--- src/rtl/j17_pkg.sv ---
// j17_pkg: shared J17 opcodes, field encodings, FSM states, instruction classes and control-bundle type
package j17_pkg;
  localparam logic [4:0] OP_MOV = 5'd12, OP_LOAD = 5'd13, OP_STORE = 5'd14;
  localparam logic [4:0] OP_BR_LO = 5'd16, OP_BR_HI = 5'd22, OP_HALT = 5'd23;
  localparam logic [1:0] MODE_REG = 2'b00, MODE_IMM = 2'b01, MODE_MEM = 2'b10, MODE_ILL = 2'b11;
  localparam logic [1:0] RAM_OFF = 2'b00, RAM_RD = 2'b01, RAM_WR = 2'b10;
  localparam logic [1:0] WR_ALU = 2'd0, WR_OP2 = 2'd1;
  localparam logic [2:0] PC_STEP = 3'd0;
  typedef enum logic [2:0] {S_FETCH, S_DECODE, S_EXEC, S_MEM, S_WB, S_HALT, S_TRAP} state_e;
  typedef enum logic [2:0] {K_ALU, K_MOV, K_LOAD, K_STORE, K_BR, K_HALT, K_ILL} kind_e;
  typedef struct packed {
    logic [4:0]  alucode;
    logic [4:0]  op1;
    logic [19:0] op2;
    logic        imcontrol;
    logic        flag;
    logic        regenable;
    logic [1:0]  ramenable;
    logic [1:0]  writecode;
    logic [2:0]  pccontrol;
    logic        pcstep;
  } ctrl_t;
endpackage

--- src/rtl/j17_if.sv ---
// j17_if: fetch handshake (imem_req/imem_ready/instr) plus datapath control bundle; master = control unit
interface j17_if;
  logic        imem_req;
  logic        imem_ready;
  logic [31:0] instr;
  logic [4:0]  alucode;
  logic [4:0]  op1;
  logic [19:0] op2;
  logic        imControl;
  logic        flag;
  logic        regenable;
  logic [1:0]  ramenable;
  logic [1:0]  writecode;
  logic [2:0]  pcControl;
  logic        pcstep;
  modport master(output imem_req, alucode, op1, op2, imControl, flag, regenable, ramenable, writecode, pcControl, pcstep,
                 input imem_ready, instr);
  modport slave(input imem_req, alucode, op1, op2, imControl, flag, regenable, ramenable, writecode, pcControl, pcstep,
                output imem_ready, instr);
endinterface

--- src/rtl/j17_decoder.sv ---
// j17_decoder: combinational instr word -> class (o_kind) and execute-cycle control bundle (o_ctrl)
module j17_decoder
  import j17_pkg::*;
(
  input  logic [31:0] i_instr,
  output kind_e       o_kind,
  output ctrl_t       o_ctrl
);
  logic [4:0] w_opc;
  logic [1:0] w_mode;
  assign w_opc  = i_instr[31:27];
  assign w_mode = i_instr[26:25];
  always_comb begin
    o_kind = w_mode == MODE_ILL ? K_ILL :
             w_opc < OP_MOV ? K_ALU :
             w_opc == OP_MOV ? K_MOV :
             w_opc == OP_LOAD ? K_LOAD :
             w_opc == OP_STORE ? K_STORE :
             (w_opc >= OP_BR_LO && w_opc <= OP_BR_HI) ? K_BR :
             w_opc == OP_HALT ? K_HALT : K_ILL;
    o_ctrl           = '0;
    o_ctrl.alucode   = o_kind == K_ALU ? w_opc : 5'd0;
    o_ctrl.op1       = i_instr[24:20];
    o_ctrl.op2       = i_instr[19:0];
    o_ctrl.regenable = o_kind == K_ALU || o_kind == K_MOV;
    o_ctrl.imcontrol = o_ctrl.regenable && w_mode != MODE_REG;
    o_ctrl.writecode = o_kind == K_MOV ? WR_OP2 : WR_ALU;
    o_ctrl.pccontrol = o_kind == K_BR ? 3'(w_opc - 5'd15) : PC_STEP;
    o_ctrl.pcstep    = 1'b1;
  end
endmodule

--- src/rtl/j17_control.sv ---
// j17_control: multi-cycle J17 fetch/decode/sequence FSM; ports clock, resetn (sync low), bus (j17_if.master), retired/halted/trap status
module j17_control
  import j17_pkg::*;
#(
  parameter int RETIRE_W      = 32,
  parameter int FETCH_TIMEOUT = 255
) (
  input  logic                clock,
  input  logic                resetn,
  j17_if.master               bus,
  output logic [RETIRE_W-1:0] retired,
  output logic                halted,
  output logic                trap
);
  state_e              r_state, w_next;
  logic [31:0]         r_instr;
  logic [15:0]         r_wait;
  logic [RETIRE_W-1:0] r_retired;
  kind_e               w_kind;
  ctrl_t               w_dec, w_out;
  j17_decoder u_dec (.i_instr(r_instr), .o_kind(w_kind), .o_ctrl(w_dec));
  always_ff @(posedge clock)
    if (!resetn) begin
      r_state   <= S_FETCH;
      r_instr   <= '0;
      r_wait    <= '0;
      r_retired <= '0;
    end else begin
      r_state   <= w_next;
      r_wait    <= r_state == S_FETCH && !bus.imem_ready ? r_wait + 16'd1 : 16'd0;
      r_instr   <= r_state == S_FETCH && bus.imem_ready ? bus.instr : r_instr;
      r_retired <= r_retired + RETIRE_W'(w_out.pcstep);
    end
  always_comb
    case (r_state)
      S_FETCH:  w_next = bus.imem_ready ? S_DECODE : r_wait == 16'(FETCH_TIMEOUT - 1) ? S_TRAP : S_FETCH;
      S_DECODE: w_next = w_kind == K_ILL ? S_TRAP : w_kind == K_HALT ? S_HALT :
                         (w_kind == K_LOAD || w_kind == K_STORE) ? S_MEM : S_EXEC;
      S_EXEC:   w_next = S_FETCH;
      S_MEM:    w_next = w_kind == K_LOAD ? S_WB : S_FETCH;
      S_WB:     w_next = S_FETCH;
      default:  w_next = r_state;
    endcase
  // resetn low blanks every strobe so an aborted instruction shows nothing in the reset cycle
  always_comb begin
    w_out = '0;
    if (resetn && r_state == S_EXEC) w_out = w_dec;
    if (resetn && (r_state == S_MEM || r_state == S_WB)) begin
      w_out.op1       = w_dec.op1;
      w_out.op2       = w_dec.op2;
      w_out.imcontrol = 1'b1;
      w_out.ramenable = r_state == S_MEM && w_kind == K_STORE ? RAM_WR : RAM_RD;
      w_out.pcstep    = r_state == S_WB || w_kind == K_STORE;
      w_out.flag      = r_state == S_WB;
      w_out.regenable = r_state == S_WB;
      w_out.writecode = r_state == S_WB ? WR_OP2 : WR_ALU;
    end
  end
  assign bus.imem_req  = resetn && r_state == S_FETCH;
  assign bus.alucode   = w_out.alucode;
  assign bus.op1       = w_out.op1;
  assign bus.op2       = w_out.op2;
  assign bus.imControl = w_out.imcontrol;
  assign bus.flag      = w_out.flag;
  assign bus.regenable = w_out.regenable;
  assign bus.ramenable = w_out.ramenable;
  assign bus.writecode = w_out.writecode;
  assign bus.pcControl = w_out.pccontrol;
  assign bus.pcstep    = w_out.pcstep;
  assign retired       = r_retired;
  assign halted        = r_state == S_HALT;
  assign trap          = r_state == S_TRAP;
endmodule

--- src/flat_wrapper.sv ---
// flat-port wrapper written by rule: the top's interface ports become plain ports
module j17_control_flat import j17_pkg::*;
#(
  parameter int RETIRE_W      = 32,
  parameter int FETCH_TIMEOUT = 255
)
  (clock, resetn, retired, halted, trap, bus_imem_req, bus_alucode, bus_op1, bus_op2, bus_imControl, bus_flag, bus_regenable, bus_ramenable, bus_writecode, bus_pcControl, bus_pcstep, bus_imem_ready, bus_instr);
  j17_if bus_i ();
  input  logic clock;
  input  logic resetn;
  output logic [RETIRE_W-1:0] retired;
  output logic halted;
  output logic trap;
  output wire logic [$bits(bus_i.imem_req)-1:0] bus_imem_req;
  output wire logic [$bits(bus_i.alucode)-1:0] bus_alucode;
  output wire logic [$bits(bus_i.op1)-1:0] bus_op1;
  output wire logic [$bits(bus_i.op2)-1:0] bus_op2;
  output wire logic [$bits(bus_i.imControl)-1:0] bus_imControl;
  output wire logic [$bits(bus_i.flag)-1:0] bus_flag;
  output wire logic [$bits(bus_i.regenable)-1:0] bus_regenable;
  output wire logic [$bits(bus_i.ramenable)-1:0] bus_ramenable;
  output wire logic [$bits(bus_i.writecode)-1:0] bus_writecode;
  output wire logic [$bits(bus_i.pcControl)-1:0] bus_pcControl;
  output wire logic [$bits(bus_i.pcstep)-1:0] bus_pcstep;
  input wire logic [$bits(bus_i.imem_ready)-1:0] bus_imem_ready;
  input wire logic [$bits(bus_i.instr)-1:0] bus_instr;
  assign bus_imem_req = bus_i.imem_req;
  assign bus_alucode = bus_i.alucode;
  assign bus_op1 = bus_i.op1;
  assign bus_op2 = bus_i.op2;
  assign bus_imControl = bus_i.imControl;
  assign bus_flag = bus_i.flag;
  assign bus_regenable = bus_i.regenable;
  assign bus_ramenable = bus_i.ramenable;
  assign bus_writecode = bus_i.writecode;
  assign bus_pcControl = bus_i.pcControl;
  assign bus_pcstep = bus_i.pcstep;
  assign bus_i.imem_ready = bus_imem_ready;
  assign bus_i.instr = bus_instr;
  j17_control #(.RETIRE_W(RETIRE_W), .FETCH_TIMEOUT(FETCH_TIMEOUT)) u_core (.clock(clock), .resetn(resetn), .bus(bus_i), .retired(retired), .halted(halted), .trap(trap));
endmodule
--- config.mk ---
export PLATFORM = sky130hd
export DESIGN_NAME = j17_control_flat
export DESIGN_NICKNAME = d
export VERILOG_FILES = /design/src/rtl/j17_pkg.sv /design/src/rtl/j17_if.sv /design/src/rtl/j17_decoder.sv /design/src/rtl/j17_control.sv /design/src/flat_wrapper.sv
export SDC_FILE = /design/constraint.sdc
export NUM_CORES = 1
export LEC_CHECK = 0
export BUFFER_PORTS_ARGS = -buffer_cell sky130_fd_sc_hd__buf_2
export CAP_MARGIN = 0
export CELL_PAD_IN_SITES_DETAIL_PLACEMENT = 1
export CELL_PAD_IN_SITES_GLOBAL_PLACEMENT = 2
export CORE_UTILIZATION = 30
export DETAILED_ROUTE_END_ITERATION = 8
export MAX_ROUTING_LAYER = met4
export PLACE_DENSITY = 0.84
export SETUP_SLACK_MARGIN = 0.02
export SYNTH_ARGS = -nofsm -noshare
export SYNTH_HDL_FRONTEND = slang
export SYNTH_HIERARCHICAL = 1
export SYNTH_SLANG_ARGS = --single-unit
--- constraint.sdc ---
create_clock -name clock -period 10.1 [get_ports clock]
set_input_delay 1.01 -clock clock [delete_from_list [all_inputs] [get_ports clock]]
set_output_delay 1.01 -clock clock [all_outputs]
set_load 0.01 [all_outputs]
* Yosys cells after proc, flatten, opt, wreduce, memory -nomap -nowiden
Cells that the tools add are included.
Word-level totals: register bits 83, output and inout bits 76, word-level logic and storage cells 69
Cells by class: add/sub/neg operators 3, order comparisons 3, equality and inequality tests 18, muxes and demuxes 22, reductions and logical operators 19
Operators by type and width (count):
- 41-bit 2-to-1 mux | 1
- 3-bit 2-to-1 mux | 11
- 32-bit by 1-bit adder with 32-bit output | 1
- 32-bit 2-to-1 mux | 1
- 3-bit equality test, second input constant | 6
- 16-bit by 1-bit adder with 16-bit output, second input constant | 1
- 16-bit by 8-bit equality test with 1-bit output, second input constant | 1
- 5-bit by 4-bit equality test with 1-bit output, second input constant | 3
- 3-bit by 2-bit equality test with 1-bit output, second input constant | 4
- 3-bit one-hot mux with 4 select lines | 1
- 1-bit logical AND | 8
- 3-bit by 1-bit equality test with 1-bit output, second input constant | 2
- 3-bit logical NOT | 2
- 2-bit 2-to-1 mux | 3
- 5-bit equality test, second input constant | 1
- 5-bit >= comparator, second input constant | 1
- 5-bit less-or-equal comparator, second input constant | 1
- 5-bit by 4-bit less-than comparator with 1-bit output, second input constant | 1
- 5-bit 2-to-1 mux | 1
- 1-bit logical OR | 4
- 1-bit 2-to-1 mux | 4
- 4-bit nonzero test | 1
- 3-bit subtractor, second input constant | 1
- 2-bit equality test, second input constant | 1
- 4 further kinds | 4

* Logic depth before layout (Yosys ltp)
Gate-level depths: netlist of the first run.
depth in word-level cells 14, gate-level depth with buffers 17, mapped depth without buffers 15

* Hierarchy
Netlist of the first run, hierarchy kept.
Modules (own cells, without submodules):
- j17_control | times used 1, cells each 480, area an instance 3846.2 µm²
- j17_decoder | times used 1, cells each 71, area an instance 528.0 µm²

* Worst setup path after synthesis of the first run
Ideal clock, no wire load.
path type input-to-reg, from in resetn, to reg u_core.r_retired[24] (netlist: u_core/retired[24]), setup time 0.070 ns, arrival 3.518 ns, required time 10.030 ns, setup slack 6.511 ns, stages 11, cell sequence buf_1 -> inv_2 -> clkbuf_1 -> nor2_1 -> ha_1 -> ha_1 -> nand2_1 -> or3_1 -> buf_2 -> or4_1 -> a21oi_1
Between the ends: cells in the longest elaborated chain, start to end 4, elaborated cells between the ends (all ways) 5, those cells by class 1 x add/sub; 2 x mux; 2 x reduce/logical
Ends and longest elaborated chain:
- start, declared | line flat_wrapper.sv:10 | input logic resetn;
- 1-bit logical AND | line j17_control.sv:47 | if (resetn && r_state == S_EXEC) w_out = w_dec;
- 41-bit 2-to-1 mux | line j17_control.sv:47
- 1-bit 2-to-1 mux (*) | line j17_control.sv:48 | if (resetn && (r_state == S_MEM || r_state == S_WB)) begin
- net bus_pcstep | line flat_wrapper.sv:24 | output wire logic [$bits(bus_i.pcstep)-1:0] bus_pcstep;
- 32-bit by 1-bit adder with 32-bit output (*) | line j17_control.sv:32 | r_retired <= r_retired + RETIRE_W'(w_out.pcstep);
- end signal, assigned | line j17_control.sv:32
- end, declared | line j17_control.sv:18 | logic [RETIRE_W-1:0] r_retired;
Mark *: on every way through the listed nets, which the timed path passes. The rest lies on a longest branch. A chain may end at the register's enable or synchronous reset.

* Final worst setup path of the first run
from reg u_core.r_instr[27], to reg u_core.r_retired[20] (netlist: u_core/retired[20])
Between the ends: cells in the longest elaborated chain, start to end 12, elaborated cells between the ends (all ways) 19, those cells by class 1 x add/sub; 3 x order compare; 5 x eq/ne; 8 x mux; 2 x reduce/logical
Ends and longest elaborated chain:
- start, declared | line j17_control.sv:16 | logic [31:0] r_instr;
- start signal, assigned | line j17_control.sv:31 | r_instr <= r_state == S_FETCH && bus.imem_ready ? bus.instr : r_instr;
- 5-bit >= comparator, or another cell as far along | line j17_decoder.sv:19 | (w_opc >= OP_BR_LO && w_opc <= OP_BR_HI) ? K_BR :
- 1-bit logical AND / 2-bit 2-to-1 mux (equally long branches) | line j17_decoder.sv:19, j17_decoder.sv:20
- 2-bit 2-to-1 mux | line j17_decoder.sv:19
- 3-bit 2-to-1 mux | line j17_decoder.sv:18 | w_opc == OP_STORE ? K_STORE :
- 3-bit 2-to-1 mux | line j17_decoder.sv:17 | w_opc == OP_LOAD ? K_LOAD :
- 3-bit 2-to-1 mux | line j17_decoder.sv:16 | w_opc == OP_MOV ? K_MOV :
- 3-bit 2-to-1 mux (*) | line j17_decoder.sv:15 | w_opc < OP_MOV ? K_ALU :
- 3-bit 2-to-1 mux (*) | line j17_decoder.sv:14 | o_kind = w_mode == MODE_ILL ? K_ILL :
- net u_core.w_kind[0] | line j17_control.sv:19 | kind_e w_kind;
- 3-bit by 2-bit equality test with 1-bit output (*) | line j17_control.sv:53 | w_out.pcstep = r_state == S_WB || w_kind == K_STORE;
- 1-bit logical OR (*) | line j17_control.sv:53
- 1-bit 2-to-1 mux (*) | line j17_control.sv:48
- 32-bit by 1-bit adder with 32-bit output (*) | line j17_control.sv:32
Marked as above.

==> impl_metrics.json, run 1 <==
{
  "crit_start": "u_core/r_instr[27]$_SDFFE_PN0P_",
  "synthMuxAreaShare_pct": 0.229,
  "dp_hpwl_microns": 8530,
  "setup_violations": 0,
  "synthCells": 551,
  "synthAdderAreaFrac_pct": 2.29,
  "drtIter0Drc": 138,
  "r2r-end": "u_core/retired[20]$_SDFF_PN0_",
  "drcViolationCount": 0,
  "cp_max_fo": 17,
  "synth_top_cell_area_share_pct": 38.0,
  "worst_slew_pin_slew_ns": 1.15,
  "postCtsSetupBuffers": 0,
  "track_usage_pct": 17.2,
  "drive_above_1_share_pct": 21.3,
  "rows": 43,
  "clockBufferDepth": 2,
  "synthTopCellsByArea": "dfxtp_1, nand2_1, a21oi_1",
  "critPathRequiredTime_ns": 10.36,
  "gr-total-overflow": 0,
  "ys_seq_area_share_pct": 38.0,
  "numCtsBuffers": 9,
  "internal_power_uw": 561,
  "power_frac_comb_pct": 7.4,
  "hp-start": "u_core/r_instr[1]$_SDFFE_PN0P_",
  "grt_pass1_wl_microns": 19800,
  "initial_core_util_pct": 31.2,
  "clkSinkCount": 83,
  "portBuffers": 108,
  "instances_no_fill": 801,
  "p_per_area_mw_per_mm2": 143,
  "cap_violations": 0,
  "vias": 4094,
  "clk_latency_ns": 0.34,
  "fp.coreArea_sq_mm": 0.0140,
  "worstReg2RegStart": "u_core/r_instr[27]$_SDFFE_PN0P_",
  "worstHoldPathType": "reg -> reg",
  "synth_xor_area_share_pct": 4.41,
  "crit_type": "reg -> reg",
  "wl_met3_microns": 602,
  "detail-route-antenna-nets": 0,
  "rrSetupSlack_ns": 5.98,
  "hold_buffers": 0,
  "highest_layer": "met4",
  "maxSlewHeadroom_pct": 23.1,
  "status": "finished, final reports clean",
  "crit_slowest_cell": "or3_1",
  "path_clk_slew_ns": 0.06,
  "wl_per_cell_microns": 15.0,
  "avgSynthCellArea_sq_um": 7.94,
  "ys_top_cells_by_count": "nand2_1, dfxtp_1, a21oi_1, and2_1",
  "slew_viol_final": 0,
  "synth_area_leader_cell": "dfxtp_1",
  "irDropWorstVdd_v": 0.0000807,
  "whs_endpoint": "u_core/r_instr[1]$_SDFFE_PN0P_",
  "leakagePower_nw": 2.11,
  "placedCellCount": 786,
  "rsz0062_at_grt": "no",
  "pin_count": 111,
  "worst_setup_path_start_kind": "flip-flop",
  "cp_slowest_stage_delay_ns": 0.62,
  "pwr-share-clk_pct": 45.5,
  "synth_seq_cells": 83,
  "syn_area_sq_mm": 0.00437,
  "antenna_found_initial": 0,
  "async_reset_ff_share_pct": 0,
  "synth_most_common_cell": "nand2_1",
  "grt_pass1_vias": 4073,
  "cp-end-kind": "flip-flop",
  "synth_top_family_by_area": "simple AND/OR/NAND/NOR gates",
  "num_antenna_cells": 0,
  "synth_simple_gate_area_share_pct": 31.8,
  "wl_met2_microns": 5900,
  "period_share_pct": 40.8,
  "routed_via_density": 5.11,
  "seqPwrFrac_pct": 47.1,
  "fin_crit_ns": 4.12,
  "dieHeight_microns": 123,
  "crit_arrival_ns": 4.39,
  "area_growth_pct": 17.3,
  "power.total_uw": 733,
  "cts_tree": "yes",
  "grt_max_degree": 65,
  "synth_edf_count": 0,
  "die_w_microns": 123,
  "synth_compound_area_share_pct": 14.3,
  "die-area_sq_mm": 0.0151,
  "cts_resized": 0,
  "final_util_pct": 36.5,
  "ff2ff_path_depth": 14,
  "p_switching_uw": 172,
  "final_nets": 660,
  "holdPathStages": 2,
  "fin_setup_tns_ns": 0,
  "swShare_pct": 23.5,
  "cp_common_cell": "ha_1",
  "m1WireLength_microns": 5420,
  "fmax_mhz": 243,
  "post_synth_num_cell_types": 50,
  "clock_skew_ns": 0.00834,
  "ys_warn_count": 6,
  "wl_microns": 12000,
  "ys.flop_type": "dfxtp_1",
  "ctsRootBufferMaster": "clkbuf_16",
  "dr.pass1.iters": 4,
  "final_hold_viol_count": 0,
  "path_cells": "ha_1 -> nand4_1 -> o22ai_2 -> and3_1 -> nand4b_1 -> o21ai_0 -> a21oi_1 -> nor2_1 -> ha_1 -> ha_1 -> nand2_1 -> or3_1 -> or4_1 -> a21oi_1",
  "place_congestion": 0.801,
  "cts_htree_levels": 3
}
final cells by class:
cell class,instances,area [sq um]
well taps,180,225
repair buffers,110,556
multi-input cells,401,2350
clock inverters,2,35.0
clock buffers,13,260
flip-flops and latches,83,1660
inverters,12,45.0
fillers,1717,8910
critical path, delay by kind of cell (launching register included):
kind / cells / cell delay (ns)
AND/OR/NAND/NOR: 7 / 2.09
adder cells (fa/ha/maj): 3 / 0.77
AO/OA/AOI/OAI: 4 / 0.72
flip-flops: 1 / 0.45
power groups by stage:
stage / registers (mW) / logic [mW] / clock network, mW
after floorplan: 0.350 / 0.0470 / 0
after global placement: 0.352 / 0.0529 / 0
after detailed placement: 0.353 / 0.0548 / 0
after CTS: 0.345 / 0.0551 / 0.346
after global routing: 0.347 / 0.0617 / 0.358
final: 0.345 / 0.0545 / 0.333
metrics by stage:
stage / worst slack [ns] / area (sq um) / hold slack (ns)
after floorplan: 6.51 / 4390 / 0.425
after global placement: 6.08 / 4830 / 0.437
after detailed placement: 5.94 / 4830 / 0.444
after CTS: 5.98 / 5130 / 0.452
after global routing: 5.64 / 5130 / 0.468
final: 5.98 / 5130 / 0.448
per-layer routing:
metal  vias to the layer above  GRT usage (%)
li1                       2012              -
met1                      1987           20.4
met2                        85           28.8
met3                        10           4.41
met4                         0           4.73
met5                         -              -
cell families after synthesis:
logic type               count (synthesis)
AND/OR/NAND/NOR                        261
AO/OA/AOI/OAI                          103
flip-flops                              83
buffers and inverters                   71
XOR/XNOR                                22
adder cells (fa/ha/maj)                  8
other                                    2
multiplexers                             1
flip-flops by register name, summed over array words and instances (netlist names):
| register | count |
|---|---|
| u_core/r_instr | 32 |
| u_core/r_state | 3 |
| u_core/r_wait | 16 |
| u_core/retired | 32 |
worst max-delay path by stage:
stage	cells past startpoint	slack, ns	endpoint
floorplan	11	6.51	u_core/retired[24]$_SDFF_PN0_
global placement	9	6.08	u_core/retired[18]$_SDFF_PN0_
detailed placement	9	5.94	u_core/retired[20]$_SDFF_PN0_
CTS	14	5.98	u_core/retired[20]$_SDFF_PN0_
global route	14	5.64	u_core/retired[20]$_SDFF_PN0_
finish	14	5.98	u_core/retired[20]$_SDFF_PN0_
cells in the final DEF (no fill, tap or decap), drive strengths merged, types with 3 or more instances in the layout:
cell type / n
nand2: 94
or4: 18
or3: 9
a21oi: 62
dfxtp: 83
buf: 110
nor4: 7
nand3b: 4
and2: 38
and4: 6
a211oi: 3
nand2b: 6
clkbuf: 13
conb: 6
o31ai: 12
nand4: 11
ha: 8
inv: 12
nor3: 5
o211ai: 4
xnor2: 9
nand3: 17
xor2: 13
nor2: 31
o21ai: 11
and3: 5
Note: power is estimated with default switching activity, not from simulation.
==> run 2, diff against run 1 <==
--- a/config.mk
+++ b/config.mk
@@ -5,14 +5,15 @@
 export SDC_FILE = /design/constraint.sdc
 export NUM_CORES = 1
 export LEC_CHECK = 0
+export ABC_AREA = 1
 export BUFFER_PORTS_ARGS = -buffer_cell sky130_fd_sc_hd__buf_2
 export CAP_MARGIN = 0
 export CELL_PAD_IN_SITES_DETAIL_PLACEMENT = 1
 export CELL_PAD_IN_SITES_GLOBAL_PLACEMENT = 2
-export CORE_UTILIZATION = 30
+export CORE_UTILIZATION = 29
 export DETAILED_ROUTE_END_ITERATION = 8
 export MAX_ROUTING_LAYER = met4
-export PLACE_DENSITY = 0.84
+export PLACE_DENSITY = 0.86
 export SETUP_SLACK_MARGIN = 0.02
 export SYNTH_ARGS = -nofsm -noshare
 export SYNTH_HDL_FRONTEND = slang
==> constraint.sdc (replaced) <==
create_clock -name clock -period 4.1 [get_ports clock]
set_input_delay 0.41 -clock clock [delete_from_list [all_inputs] [get_ports clock]]
set_output_delay 0.41 -clock clock [all_outputs]
set_load 0.01 [all_outputs]
==> run 2 against run 1 <==
  * Design area increased by 10%
  * Worst hold slack lost 0.10 ns
  * First-iteration DRC count is 34% higher
  * Via count increased by 11%
  * Clock power grew to 2.7 times the previous value
  * Area after synthesis up 9.6%
  * Highest routed layer unchanged
  * Critical path type unchanged
  * Sequential power grew to 2.5 times the previous value
  * Register-to-register slack lost 5.1 ns
  * Die area up 13%
  * Synthesized cell count increased by 35%
==> impl_metrics.json, run 2 <==
{
  "status": "finished, final reports clean",
  "fin_area_sq_mm": 0.00565,
  "period_share_pct": 78.3,
  "layout.cells.most_common": "nand2_1",
  "portBuffers": 108,
  "wl_microns": 13200,
  "fin_crit_ns": 3.21,
  "synth_simple_gate_area_share_pct": 31.2,
  "r2r-end": "u_core/retired[16]$_SDFF_PN0_",
  "final_nets": 865,
  "initial_core_util_pct": 30.0,
  "crit_type": "reg -> reg",
  "fmax_mhz": 312,
  "pin_count": 111,
  "clock_skew_ns": 0.00867,
  "die_w_microns": 131,
  "cp-end-kind": "flip-flop",
  "dieHeight_microns": 131,
  "clockBufferDepth": 2,
  "rsz0062_at_grt": "no",
  "detail-route-antenna-nets": 0,
  "grt_pass1_vias": 4391,
  "antenna_found_initial": 0,
  "path_clk_slew_ns": 0.06,
  "final_hold_viol_count": 0,
  "worst_slew_pin_slew_ns": 0.858,
  "synth_edf_count": 0,
  "synth_top_cell_area_share_pct": 34.7,
  "area_growth_pct": 17.9,
  "routed_via_density": 4.37,
  "worst_setup_path_start_kind": "flip-flop",
  "drive_above_1_share_pct": 19.3,
  "dr.pass1.iters": 4,
  "rrSetupSlack_ns": 0.89,
  "ys_seq_area_share_pct": 34.7,
  "slew_viol_final": 0,
  "syn_area_sq_mm": 0.00479,
  "cts_resized": 0,
  "holdPathStages": 3,
  "synthCells": 744,
  "cap_violations": 0,
  "num_antenna_cells": 0,
  "cts_tree": "yes",
  "cts_htree_levels": 3,
  "die-area_sq_mm": 0.0170,
  "numCtsBuffers": 9,
  "post_synth_num_cell_types": 34,
  "synth_top_family_by_area": "simple AND/OR/NAND/NOR gates",
  "setup_violations": 0,
  "leakagePower_nw": 2.43,
  "drcViolationCount": 0,
  "gr-total-overflow": 0,
  "fp.coreArea_sq_mm": 0.0160,
  "wl_per_cell_microns": 12.7,
  "ys.flop_type": "dfxtp_1",
  "cp_max_fo": 7,
  "maxSlewHeadroom_pct": 42.8,
  "synth_seq_cells": 83,
  "hp-start": "bus_instr[30]",
  "whs_endpoint": "u_core/r_instr[30]$_SDFFE_PN0P_",
  "grt_max_degree": 34,
  "fin_setup_tns_ns": 0,
  "dpl-instance-area_sq_mm": 0.00532,
  "postCtsSetupBuffers": 0,
  "avgSynthCellArea_sq_um": 6.44,
  "clkSinkCount": 83,
  "worstReg2RegStart": "u_core/r_instr[27]$_SDFFE_PN0P_",
  "worstHoldPathType": "in -> reg",
  "ys_top_cells_by_count": "nand2_1, nor2_1, inv_1, dfxtp_1, a21oi_1",
  "final_util_pct": 35.3,
  "synthMuxAreaShare_pct": 0,
  "rows": 46,
  "track_usage_pct": 16.8,
  "final_cell_mix": "nand2_1, nor2_1, inv_1",
  "synth_xor_area_share_pct": 1.64,
  "hold_buffers": 0,
  "crit_arrival_ns": 3.40,
  "synth_most_common_cell": "nand2_1",
  "ff2ff_path_depth": 18,
  "irDropWorstVdd_v": 0.000205,
  "place_congestion": 0.811,
  "clk_latency_ns": 0.34,
  "ctsRootBufferMaster": "clkbuf_16",
  "synthTopCellsByArea": "dfxtp_1, nand2_1, nor2_1",
  "vias": 4554,
  "grt_pass1_wl_microns": 21600,
  "ys_warn_count": 6,
  "drtIter0Drc": 185,
  "dp_hpwl_microns": 10100,
  "synth_compound_area_share_pct": 13.4,
  "synth_area_leader_cell": "dfxtp_1",
  "async_reset_ff_share_pct": 0,
  "p_per_area_mw_per_mm2": 353,
  "synthAdderAreaFrac_pct": 2.09,
  "critPathRequiredTime_ns": 4.29
}
[run 2: changes by cell type in the layout (fill, tap and decap cells not counted), moves of 7 or more]
| cell | previous run | this run |
|---|---|---|
| o31ai_1 | 12 | 0 |
| nor2_1 | 31 | 134 |
| nor2_2 | 0 | 8 |
| o21ai_0 | 11 | 50 |
| inv_1 | 11 | 124 |
| xor2_1 | 13 | 6 |
| nor4_1 | 7 | 0 |
| and2_1 | 38 | 0 |
| nand2_1 | 94 | 144 |
| or4_1 | 17 | 0 |
| or3_1 | 9 | 0 |
[run 2: critical path: stages, from the launching register on]
cell and delay (ns):
dfxtp_1 0.46, inv_1 0.13, ha_1 0.25, o21ai_1 0.21, inv_1 0.08, nor2_2 0.15
nor2_1 0.09, inv_1 0.09, nand2_1 0.09, o21ai_0 0.16, o21ai_1 0.07, inv_1 0.07
ha_1 0.22, ha_1 0.24, nand2_1 0.15, nor2_1 0.25, inv_1 0.10, o21ai_0 0.17
a21oi_1 0.08
[run 2: area by class of cell]
class | count | area (sq um)
fill | 2149 | 10400
inverter | 131 | 493
clock inverter | 4 | 72.6
tap | 216 | 270
multi-input combinational | 487 | 2340
clock buffer | 12 | 256
timing repair buffer | 110 | 556
sequential | 83 | 1660
[run 2: layer usage]
metal	GRT usage (%)	vias up	share of wire (%)
met5	-	-	0
met2	26.5	96	43
met4	5.27	0	1.2
met3	3.05	12	5.1
li1	-	2402	-
met1	21.7	2044	51
[run 2: power by group]
group	switching [mW]	internal (mW)	leakage, nW
clock	0.331	0.566	0.159
sequential	0.0285	0.845	0.677
combinational	0.146	0.0761	1.60
[run 2: kinds of logic after synthesis]
logic type / count (synthesis)
AO/OA/AOI/OAI: 122
XOR/XNOR: 9
adder cells (fa/ha/maj): 8
buffers and inverters: 178
flip-flops: 83
other: 2
AND/OR/NAND/NOR: 342
[run 2: through the flow]
stage | power [mW] | worst slack [ns] | instances | hold slack (ns)
floorplan | 1.09 | 1.36 | 748 | 0.424
global placement | 1.12 | 1.10 | 1027 | 0.434
detailed placement | 1.12 | 0.909 | 1027 | 0.437
CTS | 2.04 | 0.850 | 1043 | 0.338
global route | 2.10 | 0.502 | 1043 | 0.364
finish | 1.99 | 0.892 | 1043 | 0.346
[run 2: worst max path at each step]
stage	endpoint	slack, ns	startpoint
3_3_place_gp	u_core/retired[16]$_SDFF_PN0_	1.10	u_core/r_instr[27]$_SDFFE_PN0P_
4_1_cts	u_core/retired[16]$_SDFF_PN0_	0.85	u_core/r_instr[27]$_SDFFE_PN0P_
3_5_place_dp	u_core/retired[16]$_SDFF_PN0_	0.91	u_core/r_instr[27]$_SDFFE_PN0P_
6_report	u_core/retired[16]$_SDFF_PN0_	0.89	u_core/r_instr[27]$_SDFFE_PN0P_
2_1_floorplan	u_core/retired[12]$_SDFF_PN0_	1.36	u_core/r_instr[27]$_SDFFE_PN0P_
5_1_grt	u_core/retired[20]$_SDFF_PN0_	0.50	u_core/r_instr[27]$_SDFFE_PN0P_
